File: src/rtl/ahb_arb_pkg.sv
// Shared AHB encodings, arbiter state type and burst-length helpers for ahb_arbiter.
package ahb_arb_pkg;

    localparam int NUM_MST = 16;
    localparam int IDX_W   = 4;

    typedef enum logic [1:0] {
        HTRANS_IDLE   = 2'b00,
        HTRANS_BUSY   = 2'b01,
        HTRANS_NONSEQ = 2'b10,
        HTRANS_SEQ    = 2'b11
    } htrans_e;

    typedef enum logic [2:0] {
        HBURST_SINGLE = 3'd0,
        HBURST_INCR   = 3'd1,
        HBURST_WRAP4  = 3'd2,
        HBURST_INCR4  = 3'd3,
        HBURST_WRAP8  = 3'd4,
        HBURST_INCR8  = 3'd5,
        HBURST_WRAP16 = 3'd6,
        HBURST_INCR16 = 3'd7
    } hburst_e;

    typedef enum logic [1:0] {
        ST_IDLE,
        ST_OWN,
        ST_BURST,
        ST_LOCKED
    } arb_state_e;

    // Undefined-length INCR counts as a single beat: it never blocks rearbitration.
    function automatic logic [IDX_W-1:0] burst_len_m1(input logic [2:0] hburst);
        case (hburst)
            HBURST_WRAP4,  HBURST_INCR4:  return 4'd3;
            HBURST_WRAP8,  HBURST_INCR8:  return 4'd7;
            HBURST_WRAP16, HBURST_INCR16: return 4'd15;
            default:                      return 4'd0;
        endcase
    endfunction

    function automatic logic [IDX_W-1:0] onehot_to_idx(input logic [NUM_MST-1:0] oh);
        logic [IDX_W-1:0] idx;
        idx = '0;
        for (int i = 0; i < NUM_MST; i++) begin
            if (oh[i]) idx = idx | IDX_W'(i);
        end
        return idx;
    endfunction

endpackage

File: src/rtl/ahb_rr_pick.sv
// 16-way rotating priority encoder: first request at or after start_i wins.
module ahb_rr_pick
    import ahb_arb_pkg::*;
(
    input  logic [NUM_MST-1:0] req_i,
    input  logic [IDX_W-1:0]   start_i,
    output logic [NUM_MST-1:0] gnt_o,
    output logic               vld_o
);

    logic [IDX_W-1:0] idx;

    always_comb begin
        gnt_o = '0;
        vld_o = 1'b0;
        idx   = '0;
        for (int i = 0; i < NUM_MST; i++) begin
            idx = start_i + IDX_W'(i);
            if (!vld_o && req_i[idx]) begin
                gnt_o[idx] = 1'b1;
                vld_o      = 1'b1;
            end
        end
    end

endmodule

File: src/rtl/ahb_arbiter.sv
// AHB bus arbiter: burst/lock-aware grant with registered HMASTER/HMASTLOCK.
// AHB_ARB_ROUND_ROBIN_EN selects round-robin; otherwise lowest index wins.
module ahb_arbiter #(
    parameter logic [3:0]  DEF_MST = 4'd0,
    parameter int unsigned NUM_MST = 16
) (
    input  logic               HCLK,
    input  logic               HRST,
    input  logic [NUM_MST-1:0] HBUSREQ_i,
    input  logic [NUM_MST-1:0] HLOCK_i,
    input  logic [1:0]         HTRANS_i,
    input  logic [2:0]         HBURST_i,
    input  logic               HREADY_i,
    output logic [NUM_MST-1:0] HGRANT_o,
    output logic [3:0]         HMASTER_o,
    output logic               HMASTLOCK_o
);
    import ahb_arb_pkg::*;

    localparam logic [NUM_MST-1:0] DEF_GNT = {{(NUM_MST-1){1'b0}}, 1'b1} << DEF_MST;

    logic [NUM_MST-1:0] hgrant_q, hgrant_d;
    logic [3:0]         hmaster_q, hmaster_d;
    logic               hmastlock_q, hmastlock_d;
    logic [3:0]         beats_q, beats_d;
    arb_state_e         state_q, state_d;

    logic               acc, rearb, win_vld;
    logic [3:0]         gnt_idx, start;
    logic [NUM_MST-1:0] win;

    assign gnt_idx = onehot_to_idx(hgrant_q);
    assign acc     = HREADY_i & HTRANS_i[1];

    always_comb begin
        beats_d = beats_q;
        if (acc && HTRANS_i == HTRANS_NONSEQ)
            beats_d = burst_len_m1(HBURST_i);
        else if (acc && HTRANS_i == HTRANS_SEQ && beats_q != 4'd0)
            beats_d = beats_q - 4'd1;
    end

    // Grant may only move between bursts and outside a locked sequence.
    assign rearb = HREADY_i && (beats_d == 4'd0) && !HLOCK_i[gnt_idx];

    ahb_rr_pick u_pick (
        .req_i   (HBUSREQ_i),
        .start_i (start),
        .gnt_o   (win),
        .vld_o   (win_vld)
    );

`ifdef AHB_ARB_ROUND_ROBIN_EN
    logic [3:0] ptr_q, ptr_d;

    assign start = ptr_q + 4'd1;

    always_comb begin
        ptr_d = ptr_q;
        if (rearb && win_vld) ptr_d = onehot_to_idx(win);
    end

    always_ff @(posedge HCLK) begin
        if (HRST) ptr_q <= DEF_MST;
        else      ptr_q <= ptr_d;
    end
`else
    assign start = 4'd0;
`endif

    always_comb begin
        hgrant_d    = hgrant_q;
        hmaster_d   = hmaster_q;
        hmastlock_d = hmastlock_q;
        state_d     = state_q;
        if (rearb) hgrant_d = win_vld ? win : DEF_GNT;
        if (HREADY_i) begin
            hmaster_d   = gnt_idx;
            hmastlock_d = HLOCK_i[gnt_idx];
            if (HLOCK_i[gnt_idx])   state_d = ST_LOCKED;
            else if (beats_d != 0)  state_d = ST_BURST;
            else if (win_vld)       state_d = ST_OWN;
            else                    state_d = ST_IDLE;
        end
    end

    always_ff @(posedge HCLK) begin
        if (HRST) begin
            hgrant_q    <= DEF_GNT;
            hmaster_q   <= DEF_MST;
            hmastlock_q <= 1'b0;
            beats_q     <= 4'd0;
            state_q     <= ST_IDLE;
        end else begin
            hgrant_q    <= hgrant_d;
            hmaster_q   <= hmaster_d;
            hmastlock_q <= hmastlock_d;
            beats_q     <= beats_d;
            state_q     <= state_d;
        end
    end

    assign HGRANT_o    = hgrant_q;
    assign HMASTER_o   = hmaster_q;
    assign HMASTLOCK_o = hmastlock_q;

endmodule
File: config.mk
export PLATFORM = sky130hd
export DESIGN_NAME = ahb_arbiter
export DESIGN_NICKNAME = d
export VERILOG_FILES = /design/src/rtl/ahb_arb_pkg.sv /design/src/rtl/ahb_rr_pick.sv /design/src/rtl/ahb_arbiter.sv
export SDC_FILE = /design/constraint.sdc
export NUM_CORES = 1
export LEC_CHECK = 0
export BUFFER_PORTS_ARGS = -buffer_cell sky130_fd_sc_hd__buf_2
export CORE_MARGIN = 10
export CORE_UTILIZATION = 45
export CTS_CLUSTER_SIZE = 10
export DETAILED_ROUTE_END_ITERATION = 12
export PLACE_DENSITY = 0.79
export SETUP_SLACK_MARGIN = 0.3
export SYNTH_ARGS = -nofsm -noshare
export SYNTH_HDL_FRONTEND = slang
export SYNTH_SLANG_ARGS = --single-unit
File: constraint.sdc
create_clock -name HCLK -period 2.9 [get_ports HCLK]
set_input_delay 0.435 -clock HCLK [delete_from_list [all_inputs] [get_ports HCLK]]
set_output_delay 0.435 -clock HCLK [all_outputs]
set_load 0.01 [all_outputs]
==> flow_metrics.env, run 1 <==
export IMPL_register_area_sq_um=500.5
export IMPL_pre_cts_ws_ns=0.4141
export IMPL_vdd_ir_drop_worst_v=0.0001874
export IMPL_async_reset_ff_share_pct=0
export IMPL_num_vias=1502
export IMPL_grt_first_pass_wirelength_um=6699
export IMPL_postSynthAreaPerCell_sq_um=8.632
export IMPL_worst_skew_pair_late_latency_ns=0.32
export IMPL_final_period_minus_worst_setup_slack_ns=2.324
export IMPL_number_of_global_route_vias_before_repair=1440
export IMPL_die_area_sq_um=6151
export IMPL_cp_slowest_cell="a2111oi_2"
export IMPL_drc=0
export IMPL_wl_per_cell_um=14.50
export IMPL_postLayoutCellArea_sq_um=1887
export IMPL_drt_pass1_iterations=4
export IMPL_start_kind="flip-flop"
export IMPL_met1_usage_pct=14.75
export IMPL_final_cell_count_no_fill=278
export IMPL_coreArea_sq_um=3311
export IMPL_place_gp_congestion=0.8400
export IMPL_max_slew_worst_pin_slew_ns=0.6155
export IMPL_post_route_cells_drive_above_1_share_pct=31.90
export IMPL_critical_path_max_stage_delay_ns=0.47
export IMPL_drt_iter0_markers=100
export IMPL_timing_hold_worst_class="primary input to flip-flop"
export IMPL_design_final_nets=274
export IMPL_type_of_the_worst_setup_path="flip-flop to flip-flop"
export IMPL_postRouteAntennaNets=0
export IMPL_report_power_total_mw=0.6568
export IMPL_postRouteWirelength_um=4031
export IMPL_power_density_nw_per_um2=348.1
export IMPL_gr_usage_met3_pct=5.353
export IMPL_post_route_period_util_pct=80.13
export IMPL_busiest_layer_in_global_routing="met2"
export IMPL_timing_critical_path_arrival_ns=2.52
export IMPL_maxSlewHeadroom_pct=58.65
export IMPL_worstSetupEndpointType="flip-flop"
export IMPL_timing_critical_path_required_ns=3.10
export IMPL_layout_filler_cells=337
export IMPL_crit_path_start="beats_q[0]"
export IMPL_detailedPlacementHpwl_um=3287
export IMPL_number_of_i_o_pins=61
export IMPL_netlist_cell_type_count=45
export IMPL_synth_edf_count=0
export IMPL_syn_area_sq_um=1536
export IMPL_cts_tree="built"
export IMPL_fin_skew_ns=0.005211
export IMPL_ys_warnings=0
export IMPL_postSynthNetCount=219
export IMPL_path_cells="inv_1, ha_1, nor3b_2, a211o_1, nand2_1, a2111oi_2, nand4_4, buf_12, mux2i_1"
export IMPL_start_util_pct=46.41
export IMPL_gr_usage_all_layers_pct=13.03
export IMPL_antennaDiodeCount=0
export IMPL_ys_flop_type="dfxtp_1"
export IMPL_floorplan_die_width_um=78.43
export IMPL_area_growth_synth_to_final_pct=22.80
export IMPL_clock_tree_buffer_depth=2
export IMPL_max_cap_viol=0
export IMPL_drv_slew=0
export IMPL_multiInputGateArea_sq_um=964.7
export IMPL_max_freq_ghz=0.4303
export IMPL_post_synth_inst_count=178
export IMPL_dp_cells=273
export IMPL_fp_dieH_um=78.43
export IMPL_totalNegativeSetupSlack_ns=0
export IMPL_final_setup_viol_count=0
export IMPL_cts_reportedPaths_clkPinSlew_ns=0.14
export IMPL_grt_setup_unrepaired="no"
export IMPL_use_met2_pct=21.96
export IMPL_postSynthRegisterBits=25
export IMPL_min_delay_start="HBUSREQ_i[1]"
export IMPL_number_of_antenna_violations_at_the_first_check_in_global_routing=0
export IMPL_synth_yosys_seq_area_share_pct=32.57
export IMPL_holdWs_ns=0.3588
export IMPL_reg2reg_from="beats_q[0]"
export IMPL_cts_num_sinks=25
export IMPL_final_hold_viol_count=0
export IMPL_final_util_pct=56.99
export IMPL_grt_start_max_net_pins=28
export IMPL_postPlaceCellArea_sq_um=1837
export IMPL_final_setup_worst_slack_ns=0.5762
export IMPL_deepest_level_of_the_cts_h_tree=1
export IMPL_count_of_input_and_output_buffers=59
export IMPL_outcome="finished clean"
export IMPL_detail_route_vias_per_cell=5.403
export IMPL_cts_root_buf="clkbuf_4"
export IMPL_global_route_overflow_total=0
export IMPL_std_cell_rows=21
export IMPL_tritoncts_num_buffers=3
export IMPL_leakage_nw=0.8974
export IMPL_critPathMaxFanout=16
where the power goes:
group	switching, mW	total (mW)	internal (mW)	leakage, nW
clock	0.105	0.158	0.0528	0.0139
combinational	0.0696	0.139	0.0697	0.681
sequential	0.00734	0.360	0.352	0.203
routing by layer:
layer / vias to the layer above / wire, um
met1: 689 / 1726
li1: 769 / -
met4: 0 / 16
met3: 2 / 322
met2: 42 / 1966
met5: - / 0
worst max-delay path, delay by kind of cell, from the launching register on:
kind | cells | cell delay [ns]
compound gates | 2 | 0.62
fa+ha+maj | 1 | 0.21
buf+inv | 2 | 0.30
flops | 1 | 0.39
mux | 1 | 0.12
simple gates | 3 | 0.56
area by class of cell:
cell class                 instances  area share (%)
multi-input combinational        138           51.13
tap                               46           3.050
timing repair buffer              60           16.71
clock buffer                       3           1.194
inverter                           5          0.9947
clock inverter                     1          0.3979
sequential                        25           26.53
cells by family after synthesis:
kind of cell	count (synthesis)	share of synthesized area, %
adders and majority gates	1	0.8142
buffers and inverters	15	4.642
AOI/OAI and AO/OA	34	17.51
DFF	25	32.57
muxes	20	14.01
and+or+nand+nor	83	30.46
timing repair:
| item | 4_1_cts | 5_1_grt |
|---|---|---|
| gates resized for setup | 0 | 0 |
| hold buffers | 0 | 0 |
| buffers inserted | 0 | 1 |
| endpoints found under the setup margin | 0 | 16 |
placed cells by master (no fill, tap or decap), types with 2 or more instances in the layout:
cell type / n
mux2i_1: 17
nor3_1: 5
nand2b_1: 15
a21oi_1: 6
nand2_1: 12
a41o_1: 2
dfxtp_1: 25
buf_2: 59
nor2_1: 22
mux2_4: 3
nand4_1: 3
clkbuf_4: 3
inv_1: 5
nand4b_1: 2
o21ai_0: 2
o32ai_1: 2
or4_1: 5
nand3_1: 4
a211oi_1: 4
nor2b_1: 4
nor4_1: 2
nand3b_1: 4
o211ai_1: 2
final timing paths:
path                                endpoint  slack (ns)  depth (start not counted)
worst max-delay path             HGRANT_o[0]        0.58                          9
worst min-delay path             HGRANT_o[1]        0.36                          3
worst max register to register   HGRANT_o[0]        0.58                          9
worst min register to register  HMASTER_o[3]        0.50                          2
flip-flops by register name (all words and copies together) (netlist names):
register / flops
HGRANT_o: 16
HMASTER_o: 4
HMASTLOCK_o: 1
beats_q: 4
synthesized netlist by cell type, types with 2 or more instances:
cell | count | area, sq um
dfxtp_1 | 25 | 500.5
nor2_1 | 22 | 82.58
mux2i_1 | 17 | 170.2
nand2b_1 | 15 | 93.84
nand2_1 | 12 | 45.04
clkbuf_1 | 8 | 30.03
a21oi_1 | 6 | 30.03
inv_1 | 5 | 18.77
nor3_1 | 5 | 25.02
or4_1 | 5 | 37.54
a211oi_1 | 4 | 30.03
nand3_1 | 4 | 20.02
nand3b_1 | 4 | 30.03
nor2b_1 | 4 | 25.02
mux2_4 | 3 | 45.04
nand4_1 | 3 | 18.77
a41o_1 | 2 | 20.02
buf_6 | 2 | 22.52
nand4b_1 | 2 | 17.52
nor4_1 | 2 | 12.51
o211ai_1 | 2 | 15.01
o21ai_0 | 2 | 10.01
o32ai_1 | 2 | 17.52
No activity file was read; power rests on OpenSTA's default activity.
==> run 2, diff against run 1 <==
Settings changed: CORE_UTILIZATION 45 to 43.
Clock period 2.9 ns to 2.1 ns, I/O delays scaled along.
==> run 2 against run 1 <==
Effect of this change:
- the run now ends with setup timing left
- die area increased by 3.5%
- combinational power increased by 69%
- final cell count increased by 8.3%
- register-to-register slack got worse by 0.62 ns
- maximum frequency increased by 8.2%
- routed wire length increased by 11%
- core utilization increased by 6.4 points
- sequential cell count unchanged
- global-route usage increased by 0.23 points
- final area increased by 14%
- hold slack got worse by 0.12 ns
- largest power group unchanged
- highest routed layer unchanged
==> flow_metrics.env, run 2 (same netlist as run 1, synthesis figures left out) <==
export IMPL_type_of_the_worst_setup_path="flip-flop to flip-flop"
export IMPL_final_cell_count_no_fill=301
export IMPL_cts_num_sinks=25
export IMPL_commonest_non_fill_non_tap_cell_in_the_layout="buf_2"
export IMPL_fp_dieH_um=79.78
export IMPL_drv_slew=0
export IMPL_postLayoutCellArea_sq_um=2147
export IMPL_drt_pass1_iterations=4
export IMPL_power_density_nw_per_um2=441.7
export IMPL_place_gp_congestion=0.8246
export IMPL_drt_iter0_markers=80
export IMPL_drc=0
export IMPL_num_vias=1607
export IMPL_maxSlewHeadroom_pct=60.43
export IMPL_worstSetupEndpointType="flip-flop"
export IMPL_final_hold_viol_count=0
export IMPL_start_util_pct=45.33
export IMPL_final_util_pct=63.34
export IMPL_pre_cts_ws_ns=-0.06199
export IMPL_totalNegativeSetupSlack_ns=-0.1855
export IMPL_std_cell_rows=21
export IMPL_count_of_input_and_output_buffers=59
export IMPL_holdWs_ns=0.2408
export IMPL_start_kind="flip-flop"
export IMPL_worstHoldPathCells=3
export IMPL_cts_hold_repair_buffers=0
export IMPL_clock_tree_buffer_depth=2
export IMPL_gr_usage_all_layers_pct=13.26
export IMPL_number_of_i_o_pins=61
export IMPL_coreArea_sq_um=3390
export IMPL_cts_tree="built"
export IMPL_postRouteAntennaNets=0
export IMPL_largest_reg_flops=16
export IMPL_global_route_overflow_total=0
export IMPL_floorplan_die_width_um=79.78
export IMPL_max_cap_viol=0
export IMPL_tritoncts_num_buffers=3
export IMPL_postRouteWirelength_um=4493
export IMPL_leakage_nw=1.035
export IMPL_timing_hold_worst_class="primary input to flip-flop"
export IMPL_dp_cells=295
export IMPL_deepest_level_of_the_cts_h_tree=1
export IMPL_grt_first_pass_wirelength_um=7010
export IMPL_design_final_nets=297
export IMPL_final_setup_viol_count=10
export IMPL_detail_route_vias_per_cell=5.339
export IMPL_outcome="finished with violations"
export IMPL_cts_root_buf="clkbuf_4"
export IMPL_number_of_antenna_violations_at_the_first_check_in_global_routing=0
export IMPL_final_setup_worst_slack_ns=-0.04720
export IMPL_die_area_sq_um=6364
export IMPL_postPlaceCellArea_sq_um=2038
export IMPL_critPathMaxFanout=8
export IMPL_post_route_period_util_pct=102.2
export IMPL_worst_skew_pair_late_latency_ns=0.32
export IMPL_timing_critical_path_arrival_ns=2.35
export IMPL_fin_skew_ns=0.001308
export IMPL_max_slew_worst_pin_slew_ns=0.5890
export IMPL_r2r_worst_path_cells=7
export IMPL_vdd_ir_drop_worst_v=0.0002743
export IMPL_area_growth_synth_to_final_pct=39.74
export IMPL_final_period_minus_worst_setup_slack_ns=2.147
export IMPL_grt_setup_unrepaired="yes"
export IMPL_post_route_cells_drive_above_1_share_pct=42.35
export IMPL_timing_critical_path_required_ns=2.30
export IMPL_cts_reportedPaths_clkPinSlew_ns=0.14
export IMPL_grt_start_max_net_pins=28
export IMPL_wl_per_cell_um=14.93
export IMPL_number_of_global_route_vias_before_repair=1576
export IMPL_max_freq_ghz=0.4657
export IMPL_detailedPlacementHpwl_um=3588
export IMPL_violations="setup timing"
export IMPL_antennaDiodeCount=0
export IMPL_most_common_layout_cells="buf_2 (59), nor2_1 (22), buf_4 (22)"
export IMPL_report_power_total_mw=0.9484
run 2: changes by cell type in the layout (fill, tap and decap cells not counted), sizes merged:
cell / delta
buf: +22
clkbuf: +2
clkinvlp: -1
run 2: layout make-up:
cell class              instances  area, sq um
well taps                      46        57.56
fillers                       294         1242
inverters                       5        18.77
repair buffers                 83        505.5
multi-input cells             138         1031
flip-flops and latches         25        508.0
clock buffers                   4        26.28
run 2: path summary, 6_finish.rpt:
check                                  start            to  slack (ns)
worst min register to register  HMASTER_o[3]  HMASTER_o[3]        0.49
worst max register to register   HGRANT_o[9]   HGRANT_o[0]       -0.05
worst max-delay path             HGRANT_o[9]   HGRANT_o[0]       -0.05
worst min-delay path            HBUSREQ_i[1]   HGRANT_o[1]        0.24
run 2: metal layers:
metal	track usage, %	routed length (um)
met2	23.79	2253
met5	0	0
met3	4.392	327
met1	14.41	1896
met4	3.873	15
run 2: repair_timing:
| action | 4_1_cts | 5_1_grt |
|---|---|---|
| buffers inserted | 0 | 1 |
| setup endpoints to repair | 17 | 17 |
| gates resized for setup | 2 | 7 |
| pin swaps | 0 | 5 |
| cloned | 0 | 1 |
run 2: critical path, cell delays in order, from the launching register on:
cell	delay [ns]
dfxtp_4	0.37
or4_4	0.57
mux2_4	0.32
o32a_1	0.20
o2111ai_4	0.10
nand4_4	0.16
clkbuf_16	0.21
mux2i_1	0.11
run 2: power breakdown:
group	switching (mW)	internal, mW	leakage [nW]	total, mW
clock	0.146	0.0744	0.0150	0.220
sequential	0.00805	0.485	0.205	0.493
combinational	0.112	0.122	0.815	0.235
total	0.266	0.682	1.03	0.948
==> run 3, diff against run 2 <==
Settings changed: ABC_AREA set to 1, CTS_CLUSTER_SIZE 10 to 20, GPL_ROUTABILITY_DRIVEN set to 1, PLACE_DENSITY 0.79 to 0.8.
==> run 3 against run 2 <==
Effect of this change:
- the run now ends clean
- power grew 79%
- global-route usage up 0.90 points
- final cell count increased by 15%
- synthesized cell count grew 25%
- combinational power grew to 4.0 times the previous value
- sequential cell count did not move
- maximum frequency up 17%
- critical path depth is 6 higher
- sequential share of layout area about the same
- count of clock-buffer cells in the layout stayed put
- critical path type unchanged
- highest routed layer unchanged
==> flow_metrics.env, run 3 <==
export IMPL_outcome="finished clean"
export IMPL_grt_start_max_net_pins=19
export IMPL_min_delay_start="HRST"
export IMPL_grt_first_pass_wirelength_um=7369
export IMPL_count_of_input_and_output_buffers=59
export IMPL_layout_filler_cells=277
export IMPL_leakage_nw=1.059
export IMPL_ys_flop_type="dfxtp_1"
export IMPL_postSynthRegisterBits=25
export IMPL_cts_reportedPaths_clkPinSlew_ns=0.13
export IMPL_totalNegativeSetupSlack_ns=0
export IMPL_deepest_level_of_the_cts_h_tree=1
export IMPL_coreArea_sq_um=3128
export IMPL_type_of_the_worst_setup_path="flip-flop to flip-flop"
export IMPL_postRouteWirelength_um=4698
export IMPL_antennaDiodeCount=0
export IMPL_num_vias=1711
export IMPL_post_route_cells_drive_above_1_share_pct=43.56
export IMPL_p_switching_mw=0.7469
export IMPL_clkPwrFrac_pct=12.7
export IMPL_netlist_cell_type_count=26
export IMPL_power_internal_mw=0.9481
export IMPL_synth_top_cell_area_share_pct=34.60
export IMPL_grt_setup_unrepaired="yes"
export IMPL_number_of_global_route_vias_before_repair=1665
export IMPL_multiInputGateArea_sq_um=1015
export IMPL_synth_edf_count=0
export IMPL_timing_hold_worst_endpoint="beats_q[0]"
export IMPL_start_util_pct=46.24
export IMPL_synth_yosys_seq_area_share_pct=34.60
export IMPL_max_freq_ghz=0.5447
export IMPL_final_setup_worst_slack_ns=0.2640
export IMPL_global_route_overflow_total=0
export IMPL_detail_route_vias_per_cell=4.931
export IMPL_timing_critical_path_required_ns=2.32
export IMPL_most_common_layout_cells="buf_2 (59), nand2_1 (41), nor2_1 (24)"
export IMPL_ys_top_cells_by_area="dfxtp_1 (35%), nand2_1 (14%), nor2_1 (7.8%)"
export IMPL_maxSlewHeadroom_pct=71.18
export IMPL_post_synth_top_area_cell="dfxtp_1"
export IMPL_postSynthAreaPerCell_sq_um=6.486
export IMPL_start_kind="flip-flop"
export IMPL_r2r_worst_path_cells=13
export IMPL_reg2reg_from="beats_q[1]"
export IMPL_cts_hold_repair_buffers=0
export IMPL_post_synth_inst_count=223
export IMPL_tritoncts_num_buffers=3
export IMPL_power_switching_fraction_pct=44.06
export IMPL_cts_tree="built"
export IMPL_drv_slew=0
export IMPL_drt_iter0_markers=117
export IMPL_area_growth_synth_to_final_pct=49.14
export IMPL_ys_warnings=0
export IMPL_power_share_combinational_pct=55.1
export IMPL_gr_usage_all_layers_pct=14.16
export IMPL_design_final_nets=345
export IMPL_die_area_sq_um=6083
export IMPL_reg2reg_setup_slack_ns=0.26
export IMPL_cts_num_sinks=25
export IMPL_synth_most_common_cell="nand2_1"
export IMPL_holdWs_ns=0.2356
export IMPL_largest_reg_flops=16
export IMPL_power_density_nw_per_um2=785.8
export IMPL_postRouteAntennaNets=0
export IMPL_post_route_period_util_pct=87.43
export IMPL_final_period_minus_worst_setup_slack_ns=1.836
export IMPL_vdd_ir_drop_worst_v=0.0003924
export IMPL_wl_per_cell_um=13.54
export IMPL_detailedPlacementHpwl_um=3222
export IMPL_worstHoldPathCells=2
export IMPL_timing_hold_worst_class="primary input to flip-flop"
export IMPL_drt_pass1_iterations=4
export IMPL_netlist_top_cells_count="nand2_1 (53), nor2_1 (30), dfxtp_1 (25)"
export IMPL_final_setup_viol_count=0
export IMPL_fp_dieH_um=78.00
export IMPL_fin_skew_ns=0.0009587
export IMPL_worst_skew_pair_late_latency_ns=0.32
export IMPL_critPathMaxFanout=7
export IMPL_timing_critical_path_arrival_ns=2.06
export IMPL_place_gp_congestion=0.8005
export IMPL_floorplan_die_width_um=78.00
export IMPL_register_area_sq_um=510.5
export IMPL_endpoint_of_the_worst_register_to_register_path="HGRANT_o[5]"
export IMPL_sequential_fraction_of_design_power_pct=32.2
export IMPL_std_cell_rows=20
export IMPL_syn_area_sq_um=1446
export IMPL_pre_cts_ws_ns=0.1221
export IMPL_cts_root_buf="clkbuf_4"
export IMPL_number_of_i_o_pins=61
export IMPL_clock_tree_buffer_depth=2
export IMPL_max_slew_worst_pin_slew_ns=0.4319
export IMPL_commonest_non_fill_non_tap_cell_in_the_layout="buf_2"
export IMPL_worstSetupEndpointType="flip-flop"
export IMPL_postSynthNetCount=264
export IMPL_final_hold_viol_count=0
export IMPL_number_of_antenna_violations_at_the_first_check_in_global_routing=0
export IMPL_async_reset_ff_share_pct=0
export IMPL_drc=0
export IMPL_max_cap_viol=0
[run 3: cell type report]
type	count	area share (%)
Multi-Input combinational cell	172	47.04
Sequential cell	25	23.67
Timing Repair Buffer	78	21.23
Inverter	24	4.292
Tap cell	44	2.552
Clock buffer	4	1.218
[run 3: kinds of logic after synthesis]
kind of cell / after synthesis / share of synthesized area (%)
XOR/XNOR: 3 / 1.817
AO/OA/AOI/OAI: 33 / 12.28
buffers and inverters: 29 / 8.563
adder cells (fa/ha/maj): 1 / 0.8649
AND/OR/NAND/NOR: 132 / 41.87
flip-flops: 25 / 34.60
[run 3: worst max-delay path by stage]
| stage | from | slack, ns | cells after the start | to |
|---|---|---|---|---|
| 2_1_floorplan | beats_q[1] | 0.30 | 13 | HGRANT_o[9] |
| 3_3_place_gp | beats_q[1] | 0.16 | 13 | HGRANT_o[2] |
| 3_5_place_dp | beats_q[1] | 0.12 | 13 | HGRANT_o[11] |
| 4_1_cts | beats_q[1] | 0.26 | 13 | HGRANT_o[11] |
| 5_1_grt | HGRANT_o[9] | 0.14 | 11 | HGRANT_o[14] |
| 6_report | beats_q[1] | 0.26 | 13 | HGRANT_o[5] |
[run 3: power groups by stage]
stage	Combinational, mW	Sequential (mW)	Clock (mW)
floorplan	0.402	0.569	0
global placement	0.581	0.553	0
detailed placement	0.589	0.554	0
CTS	0.807	0.545	0.220
global route	1.02	0.552	0.238
finish	0.934	0.546	0.216
[run 3: metrics by stage]
step	utilization [%]	cells	instance area, sq um	power [mW]
finish	68.96	347	2157	1.695
global route	68.96	347	2157	1.813
CTS	64.64	342	2022	1.572
detailed placement	57.08	324	1785	1.144
global placement	57.08	324	1785	1.134
floorplan	-	223	1446	0.9707
[run 3: per-layer routing]
metal | GRT usage, % | up-vias | wire, um
met4 | 5.914 | 0 | 64
met1 | 16.24 | 749 | 2016
met3 | 4.032 | 8 | 335
li1 | - | 891 | -
met5 | 0 | - | 0
met2 | 24.05 | 63 | 2281
[run 3: worst max-delay path, stage by stage, from the launching register on]
cell and delay, ns:
dfxtp_2 0.37, inv_2 0.05, ha_4 0.16, nand2_4 0.06, nand2_4 0.07, xor2_2 0.15, a21boi_2 0.16, nand3_2 0.11
nor2_4 0.13, buf_12 0.15, nand2_8 0.08, nand2_4 0.07, o21ai_2 0.04, and2_1 0.14
[run 3: repair_timing]
item | CTS | global route
gates cloned | 2 | 1
gates resized for setup | 20 | 32
setup endpoints to repair | 16 | 17
pin swaps | 13 | 13
buffers inserted | 12 | 4
